`src/rtl/int_ctrl_pkg.sv`:
```
// Shared definitions for the vectored interrupt controller: register map,
// CTRL field positions and the architectural source limit.
package int_ctrl_pkg;

    localparam int N_SRC_MAX      = 8;
    localparam int IDX_W          = 3;
    localparam int REG_ADDR_W     = 3;
    localparam int DATA_W         = 32;

    localparam int CTRL_GEN_BIT   = 0;
    localparam int CTRL_EDGE_BASE = 8;

    typedef enum logic [REG_ADDR_W-1:0] {
        REG_CTRL = 3'd0,
        REG_MASK = 3'd1,
        REG_PEND = 3'd2,
        REG_INSV = 3'd3,
        REG_VEC  = 3'd4,
        REG_EOI  = 3'd5,
        REG_RSV6 = 3'd6,
        REG_RSV7 = 3'd7
    } regAddr_e;

endpackage

```
`src/rtl/int_ctrl_if.sv`:
```
// Register-window bus between the bridge (master) and the interrupt
// controller (slave). Writes are synchronous, reads are combinational.
interface int_ctrl_if;
    import int_ctrl_pkg::*;

    logic                  we;
    logic                  rd_en;
    logic [REG_ADDR_W-1:0] addr;
    logic [DATA_W-1:0]     wdata;
    logic [DATA_W-1:0]     rdata;

    modport master (
        output we,
        output rd_en,
        output addr,
        output wdata,
        input  rdata
    );

    modport slave (
        input  we,
        input  rd_en,
        input  addr,
        input  wdata,
        output rdata
    );

endinterface

```
`src/rtl/int_ctrl_prio_enc.sv`:
```
// Lowest-index-first priority encoder. idx_o is 0 whenever nothing is
// requested, so downstream logic can use it directly as a "no source" id.
module prio_enc
    import int_ctrl_pkg::*;
#(
    parameter int WIDTH = 6
) (
    input  logic [WIDTH-1:0] req_i,
    output logic             valid_o,
    output logic [IDX_W-1:0] idx_o
);

    // Scan from the top down so the lowest set index is the last one written
    always_comb begin
        valid_o = |req_i;
        idx_o   = '0;
        for (int i = WIDTH - 1; i >= 0; i--) begin
            if (req_i[i]) begin
                idx_o = IDX_W'(i);
            end
        end
    end

endmodule

```
`src/rtl/int_ctrl.sv`:
```
// Programmable vectored interrupt controller. Per-source level/edge capture,
// mask and global enable, fixed priority (source 0 highest) with in-service
// nesting: a source may only interrupt when it outranks every in-service one.
// N_SRC must lie in 1..8.
module int_ctrl
    import int_ctrl_pkg::*;
#(
    parameter int               N_SRC    = 6,
    parameter logic [N_SRC-1:0] MASK_RST = '0
) (
    input  logic             clk_i,
    input  logic             rst_ni,
    int_ctrl_if.slave        bus,
    input  logic [N_SRC-1:0] src_irq_i,
    output logic             irq_o,
    output logic [IDX_W-1:0] irq_id_o
);

    localparam logic [N_SRC-1:0] ONE_BIT = N_SRC'(1);

    logic             gen_q, gen_d;
    logic [N_SRC-1:0] edgeMode_q, edgeMode_d;
    logic [N_SRC-1:0] mask_q, mask_d;
    logic [N_SRC-1:0] pend_q, pend_d;
    logic [N_SRC-1:0] inSrv_q, inSrv_d;
    logic [N_SRC-1:0] prevSrc_q;

    logic             wrCtrl, wrMask, wrPend, wrEoi, ackVec;
    logic [N_SRC-1:0] edgeChange, srcRise, pendClr;
    logic [N_SRC-1:0] ackOneHot, eoiOneHot;
    logic [N_SRC-1:0] allowMask, eligible;
    logic             eligValid, insvValid;
    logic [IDX_W-1:0] eligIdx, insvIdx;
    logic [DATA_W-1:0] rdataD;
    logic             unusedWdata;

    assign unusedWdata = ^bus.wdata;

    // Winning request among eligible sources
    prio_enc #(.WIDTH(N_SRC)) u_elig_enc (
        .req_i   (eligible),
        .valid_o (eligValid),
        .idx_o   (eligIdx)
    );

    // Highest-priority in-service source: EOI target and nesting threshold
    prio_enc #(.WIDTH(N_SRC)) u_insv_enc (
        .req_i   (inSrv_q),
        .valid_o (insvValid),
        .idx_o   (insvIdx)
    );

    // Only sources strictly above the highest in-service one may interrupt
    always_comb begin
        allowMask = '0;
        for (int i = 0; i < N_SRC; i++) begin
            allowMask[i] = !insvValid || (IDX_W'(i) < insvIdx);
        end
    end

    assign eligible = pend_q & mask_q & {N_SRC{gen_q}} & allowMask;
    assign irq_o    = eligValid;
    assign irq_id_o = eligIdx;

    // Bus strobe decode; a VEC read only acknowledges when an irq is shown
    always_comb begin
        wrCtrl = bus.we && (regAddr_e'(bus.addr) == REG_CTRL);
        wrMask = bus.we && (regAddr_e'(bus.addr) == REG_MASK);
        wrPend = bus.we && (regAddr_e'(bus.addr) == REG_PEND);
        wrEoi  = bus.we && (regAddr_e'(bus.addr) == REG_EOI);
        ackVec = bus.rd_en && (regAddr_e'(bus.addr) == REG_VEC) && irq_o;
    end

    // Control, mask and mode updates plus the one-hot acknowledge/EOI vectors
    always_comb begin
        gen_d      = wrCtrl ? bus.wdata[CTRL_GEN_BIT] : gen_q;
        edgeMode_d = wrCtrl ? bus.wdata[CTRL_EDGE_BASE +: N_SRC] : edgeMode_q;
        mask_d     = wrMask ? bus.wdata[N_SRC-1:0] : mask_q;
        edgeChange = edgeMode_d ^ edgeMode_q;
        srcRise    = src_irq_i & ~prevSrc_q;
        ackOneHot  = ackVec ? (ONE_BIT << eligIdx) : '0;
        eoiOneHot  = (wrEoi && insvValid) ? (ONE_BIT << insvIdx) : '0;
        pendClr    = (wrPend ? bus.wdata[N_SRC-1:0] : '0) | ackOneHot;
        inSrv_d    = (inSrv_q & ~eoiOneHot) | ackOneHot;
    end

    // Pending capture: mode change clears, level follows the line, new edge beats any clear
    always_comb begin
        pend_d = pend_q;
        for (int i = 0; i < N_SRC; i++) begin
            if (edgeChange[i]) begin
                pend_d[i] = 1'b0;
            end else if (!edgeMode_q[i]) begin
                pend_d[i] = src_irq_i[i];
            end else if (srcRise[i]) begin
                pend_d[i] = 1'b1;
            end else if (pendClr[i]) begin
                pend_d[i] = 1'b0;
            end
        end
    end

    // Register state; reset drops all pending and in-service requests at once
    always_ff @(posedge clk_i or negedge rst_ni) begin
        if (!rst_ni) begin
            gen_q      <= 1'b0;
            edgeMode_q <= '0;
            mask_q     <= MASK_RST;
            pend_q     <= '0;
            inSrv_q    <= '0;
            prevSrc_q  <= '0;
        end else begin
            gen_q      <= gen_d;
            edgeMode_q <= edgeMode_d;
            mask_q     <= mask_d;
            pend_q     <= pend_d;
            inSrv_q    <= inSrv_d;
            prevSrc_q  <= src_irq_i;
        end
    end

    // Combinational read mux; write-only and reserved offsets read as zero
    always_comb begin
        rdataD = '0;
        case (regAddr_e'(bus.addr))
            REG_CTRL: begin
                rdataD[CTRL_GEN_BIT]            = gen_q;
                rdataD[CTRL_EDGE_BASE +: N_SRC] = edgeMode_q;
            end
            REG_MASK: rdataD[N_SRC-1:0] = mask_q;
            REG_PEND: rdataD[N_SRC-1:0] = pend_q;
            REG_INSV: rdataD[N_SRC-1:0] = inSrv_q;
            REG_VEC:  rdataD = {irq_o, 28'b0, irq_id_o};
            default:  rdataD = '0;
        endcase
    end

    assign bus.rdata = rdataD;

endmodule

```
`src/flat_wrapper.sv`:
```
// flat-port wrapper written by rule: the top's interface ports become plain ports
module int_ctrl_flat import int_ctrl_pkg::*;
#(
    parameter int               N_SRC    = 6,
    parameter logic [N_SRC-1:0] MASK_RST = '0
)
  (clk_i, rst_ni, src_irq_i, irq_o, irq_id_o, bus_we, bus_rd_en, bus_addr, bus_wdata, bus_rdata);
  int_ctrl_if bus_i ();
  input  logic clk_i;
  input  logic rst_ni;
  input  logic [N_SRC-1:0] src_irq_i;
  output logic irq_o;
  output logic [IDX_W-1:0] irq_id_o;
  input wire logic [$bits(bus_i.we)-1:0] bus_we;
  input wire logic [$bits(bus_i.rd_en)-1:0] bus_rd_en;
  input wire logic [$bits(bus_i.addr)-1:0] bus_addr;
  input wire logic [$bits(bus_i.wdata)-1:0] bus_wdata;
  output wire logic [$bits(bus_i.rdata)-1:0] bus_rdata;
  assign bus_i.we = bus_we;
  assign bus_i.rd_en = bus_rd_en;
  assign bus_i.addr = bus_addr;
  assign bus_i.wdata = bus_wdata;
  assign bus_rdata = bus_i.rdata;
  int_ctrl #(.N_SRC(N_SRC), .MASK_RST(MASK_RST)) u_core (.clk_i(clk_i), .rst_ni(rst_ni), .bus(bus_i), .src_irq_i(src_irq_i), .irq_o(irq_o), .irq_id_o(irq_id_o));
endmodule
```
`config.mk`:
```
export PLATFORM = sky130hd
export DESIGN_NAME = int_ctrl_flat
export DESIGN_NICKNAME = d
export VERILOG_FILES = /design/src/rtl/int_ctrl_pkg.sv /design/src/rtl/int_ctrl_if.sv /design/src/rtl/int_ctrl_prio_enc.sv /design/src/rtl/int_ctrl.sv /design/src/flat_wrapper.sv
export SDC_FILE = /design/constraint.sdc
export NUM_CORES = 1
export LEC_CHECK = 0
export ABC_AREA = 1
export ABC_CLOCK_PERIOD_IN_PS = 4900
export BUFFER_PORTS_ARGS = -buffer_cell sky130_fd_sc_hd__buf_2
export CELL_PAD_IN_SITES_DETAIL_PLACEMENT = 1
export CELL_PAD_IN_SITES_GLOBAL_PLACEMENT = 1
export CORE_MARGIN = 4
export CORE_UTILIZATION = 30
export CTS_BUF_LIST = sky130_fd_sc_hd__clkbuf_16
export DETAILED_ROUTE_END_ITERATION = 8
export HOLD_SLACK_MARGIN = 0.05
export PLACE_DENSITY_LB_ADDON = 0.3
export SYNTH_ARGS = -nofsm -noshare
export SYNTH_HDL_FRONTEND = slang
export SYNTH_SLANG_ARGS = --single-unit
export TNS_END_PERCENT = 20
```
`constraint.sdc`:
```
create_clock -name clk_i -period 4.9 [get_ports clk_i]
set_input_delay 0.98 -clock clk_i [delete_from_list [all_inputs] [get_ports clk_i]]
set_output_delay 0.98 -clock clk_i [all_outputs]
set_load 0.01 [all_outputs]
```
Word level (Yosys, flattened, before mapping)
Index checks and enable logic that the tools add are counted.
{"block": "word_totals", "regBits": 31, "ramBits": 0, "elab_cells": 101, "latch_bits": 0, "out_inout_bits": 36, "in_bits": 45, "n_memories": 0, "rom_bits": 0}
{"block": "classes", "n_div": 0, "muxes": 44, "n_bitwise": 10, "order_cmp": 6, "reduce_logical": 17, "mul": 0, "n_shift": 2, "eq_ne": 11, "n_addsub": 0}
{"op": "3-bit two-way mux", "n": 12}
{"op": "6-bit AND", "n": 5}
{"op": "6-bit two-way mux", "n": 5}
{"op": "1-bit two-way mux", "n": 24}
{"op": "4-bit inequality test, second input constant", "n": 6}
{"op": "5-bit case mux with 4 select lines", "n": 1}
{"op": "18-bit two-way mux", "n": 1}
{"op": "6-bit inverter", "n": 2}
{"op": "6-bit bitwise OR", "n": 2}
{"op": "6-bit OR reduction", "n": 2}
{"op": "1-bit by 3-bit left shift with 6-bit output, first input constant", "n": 2}
{"op": "1-bit logical AND", "n": 7}
{"op": "3-bit by 2-bit equality test with 1-bit output, second input constant", "n": 2}
{"op": "3-bit equality test, second input constant", "n": 2}
{"op": "1-bit logical OR", "n": 6}
{"op": "1-bit by 3-bit < comparator with 1-bit output, first input constant", "n": 2}
{"op": "2-bit by 3-bit < comparator with 1-bit output, first input constant", "n": 2}
{"op": "3-bit < comparator, first input constant", "n": 2}
{"op": "6-bit bitwise XOR", "n": 1}
{"op": "1-bit case mux with 5 select lines", "n": 1}
{"op": "3-bit by 1-bit equality test with 1-bit output, second input constant", "n": 1}
{"op": "3-bit logical NOT", "n": 1}
{"op": "1-bit logical NOT", "n": 1}

Depth between registers and ports, before layout
{"block": "logic_depth", "ltp_word": 22, "mapped_depth": 17, "ltp_nobuf": 17}

By module
Synthesis repeated with hierarchy kept, for this count alone.
{"block": "unflattened", "cells_unflattened": 293, "area_unflattened_um2": 2123.3}
{"module": "int_ctrl", "cells_per_inst": 263, "instances": 1, "area_per_inst_um2": 1978.1, "seq_area_each_um2": 775.7}
{"module": "prio_enc", "cells_per_inst": 15, "instances": 2, "area_per_inst_um2": 72.6, "seq_area_each_um2": 0.0}

Worst setup path before layout
Ideal clock, no wire load.
{"block": "synth_path", "kind": "in2out", "startpoint": "input port bus_addr[1]", "endpoint": "output port bus_rdata[0]", "arrival_ns": 1.716, "required_ns": 3.920, "setup_slack_ns": 2.204, "path_buffers": 0, "cell_stages": 4, "cell_sequence": "inv_1 nor3_1 a221oi_1 o211ai_1"}
{"block": "synth_via", "elab_chain_cells": 2, "word_cells_on_any_way": 6, "cone_classes": "eq/ne: 4; mux: 1; reduce/logical: 1"}
{"item": "from (decl)", "line": "flat_wrapper.sv:16", "text": "input wire logic [$bits(bus_i.addr)-1:0] bus_addr;"}
{"item": "3-bit equality test, or another cell as far along", "line": "int_ctrl.sv:125", "text": "case (regAddr_e'(bus.addr))"}
{"item": "1-bit case mux with 5 select lines *", "line": "int_ctrl.sv:125"}
{"item": "to (decl)", "line": "flat_wrapper.sv:18", "text": "output wire logic [$bits(bus_i.rdata)-1:0] bus_rdata;"}
Mark *: on every way between the ends. The rest lies on a longest branch, timed or not.

Worst setup path after layout
Same ends and word-level chain as after synthesis.

==> metrics.yaml <==
status:
  outcome: "finished, final reports clean"
finish:
  num_antenna_cells: 0
  post-route-util_pct: 36.9
  area_delta_synth_final_pct: 17.7
  stdcell_count: 394
  final_area_mm2: 0.00237
  nets: 368
  layout-drive-gt1-share_pct: 22.7
placed_design:
  dpl.cell_count: 387
  place.gp.congestion: 0.877
  hpwl_um: 4230
  post-place-ws_ns: 1.51
  place_area_mm2: 0.00224
  portBuffers: 41
critical_path:
  worst_ep_required_time_ns: 3.92
  ff2ff_path_depth: 8
  criticalPathCategory: "primary input to output pin"
  r2r-end: "u_core.pend_q[5]"
  crit_arrival_ns: 2.35
  reg2reg_slack_ns: 3.01
  rr_startpoint: "u_core.gen_q"
  cp_max_fo: 6
  crit_path_start_kind: "primary input"
  end_kind: "output pin"
routing:
  drtAntennaViolNets: 0
  drt_iter0_drc: 59
  post_drt_wl_per_cell_um: 13.5
  via_count: 1802
  route.detailed.drc: 0
  drt-total-wl_um: 5340
  dr.pass1.iters: 4
  routed_via_density: 4.57
clock_tree:
  cts_made_buffers: 5
  htreeDepth: 2
  cts-root-buf: "clkbuf_16"
  cts_hold_buf: 0
  cts.clk_slew.worst_paths_ns: 0.05
  clock_latency_ns: 0.28
  cts_tree: "built"
  cts_resized: 0
  post_cts_buffers: 0
  clock_sinks: 31
  cts_buffer_depth: 2
floorplan:
  io_pins: 81
  start_util_pct: 31.4
  die-area_mm2: 0.00809
  core_mm2: 0.00642
  rows: 29
  dieHeight_um: 89.9
  fp.dieW_um: 89.9
sta:
  rsz0062_at_grt: "no"
  max_freq_mhz: 300
  fin_crit_sh_pct: 67.9
  slew_headroom_pct: 43.2
  holdWs_ns: 0.510
  worst_slew_pin_slew_ns: 0.845
  setup_viol: 0
  timing.setup.tns_ns: 0
  drv_slew: 0
  hold_viol: 0
  setup_slack_ns: 1.57
  clock_skew_ns: 0.00306
  min_period_ns: 3.33
logic_synthesis:
  yosys.area.top_type: "dfrtp_1"
  ys_types: 28
  synth.most_common_cell: "nand2_1"
  postSynthAreaPerCell_um2: 7.43
  yosysWarnings: 0
  synthArstFlopShare_pct: 100
  syn_area_mm2: 0.00201
  synth_top_area_share_pct: 38.5
  synth_edf_count: 0
  netlist_top_cells_count: "nand2_1, inv_1, dfrtp_1, nor2_1, buf_4"
  synth_cells: 271
  synth.area.top_cells: "dfrtp_1, nand2_1, inv_1, buf_4, nor2_1"
  ys_ff_latch: 31
  ys.flop_type: "dfrtp_1"
  yosysSeqAreaShare_pct: 38.5
global_route:
  grt_pass1_vias: 1812
  grt_pass1_wl_um: 9040
  grt_max_degree: 32
  antenna_found_initial: 0
  overflow: 0
  grt_use_total_pct: 14.2
power:
  total_leakage_power_nw: 1.33
  p_per_area_mw_per_mm2: 352
  power.total_uw: 834
  irDropWorstVdd_mv: 0.197
job:
  cap_viol_max_count: 0
hold_path:
  min_to: "u_core.pend_q[3]"
  hold_path.startpoint: "u_core.pend_q[3]"
  worstHoldPathType: "flop to flop"
  hold_depth: 2
==> logic make-up (layout without fill, tap and decap cells) <==
logic type      count (synthesis)  after routing  share of synthesized area, %
other cells                     1             19                         0.186
fa+ha+maj                       6              6                          3.73
simple gates                  123            123                          27.2
mux                             4              4                          2.24
buf+inv                        70             98                          16.6
flops                          31             31                          38.5
compound gates                 36             36                          11.6
==> per-layer routing <==
metal	part of all wire (%)	GRT usage, %
met4	1.6	4.97
met1	47	17.8
met3	4.8	3.09
met2	47	24.1
met5	0	0
==> registers in the layout, indices dropped and copies added, names as in the netlist <==
name and count:
u_core.edgeMode_q 6, u_core.gen_q 1, u_core.inSrv_q 6, u_core.mask_q 6
u_core.pend_q 6, u_core.prevSrc_q 6
==> placed cells by master, fill, tap and decap left out, drive strengths merged <==
master	instances
o31ai	1
clkinv	2
nor3	4
inv	50
nand2	66
o41ai	1
o211ai	8
conb	19
a211oi	6
ha	6
nand4	4
o2111ai	2
nor4	1
a221oi	1
buf	41
nand3	15
mux2	4
o21ai	10
dfrtp	31
nor2	33
clkbuf	5
a21oi	7
==> critical path, cell delays in order <==
cell and delay [ns]:
buf_2 0.10, inv_1 0.05, nor3_1 0.68, a221oi_1 0.21, o211ai_1 0.16, buf_2 0.17
==> how the worst max path moves through the flow <==
stage	from	to	slack, ns	cells after the start
3_5_place_dp	bus_addr[1]	bus_rdata[0]	1.51	6
3_3_place_gp	bus_addr[1]	bus_rdata[0]	1.51	6
4_1_cts	bus_addr[1]	bus_rdata[0]	1.50	6
2_1_floorplan	bus_addr[1]	bus_rdata[0]	2.20	4
5_1_grt	bus_addr[1]	bus_rdata[0]	1.46	6
6_report	bus_addr[1]	bus_rdata[0]	1.57	6
==> final cells by class <==
type	instances	area (um^2)
well taps	77	96.3
repair buffers	41	205
inverters	50	188
flip-flops and latches	31	776
clock inverters	2	8.76
clock buffers	5	125
fillers	816	4050
multi-input cells	188	972
==> power by group <==
| group | internal (mW) | leakage (nW) | switching, mW | total [mW] |
|---|---|---|---|---|
| combinational | 0.0790 | 0.885 | 0.131 | 0.210 |
| sequential | 0.299 | 0.379 | 0.0351 | 0.334 |
| clock | 0.182 | 0.0671 | 0.107 | 0.289 |
(Power assumes the default switching activity.)
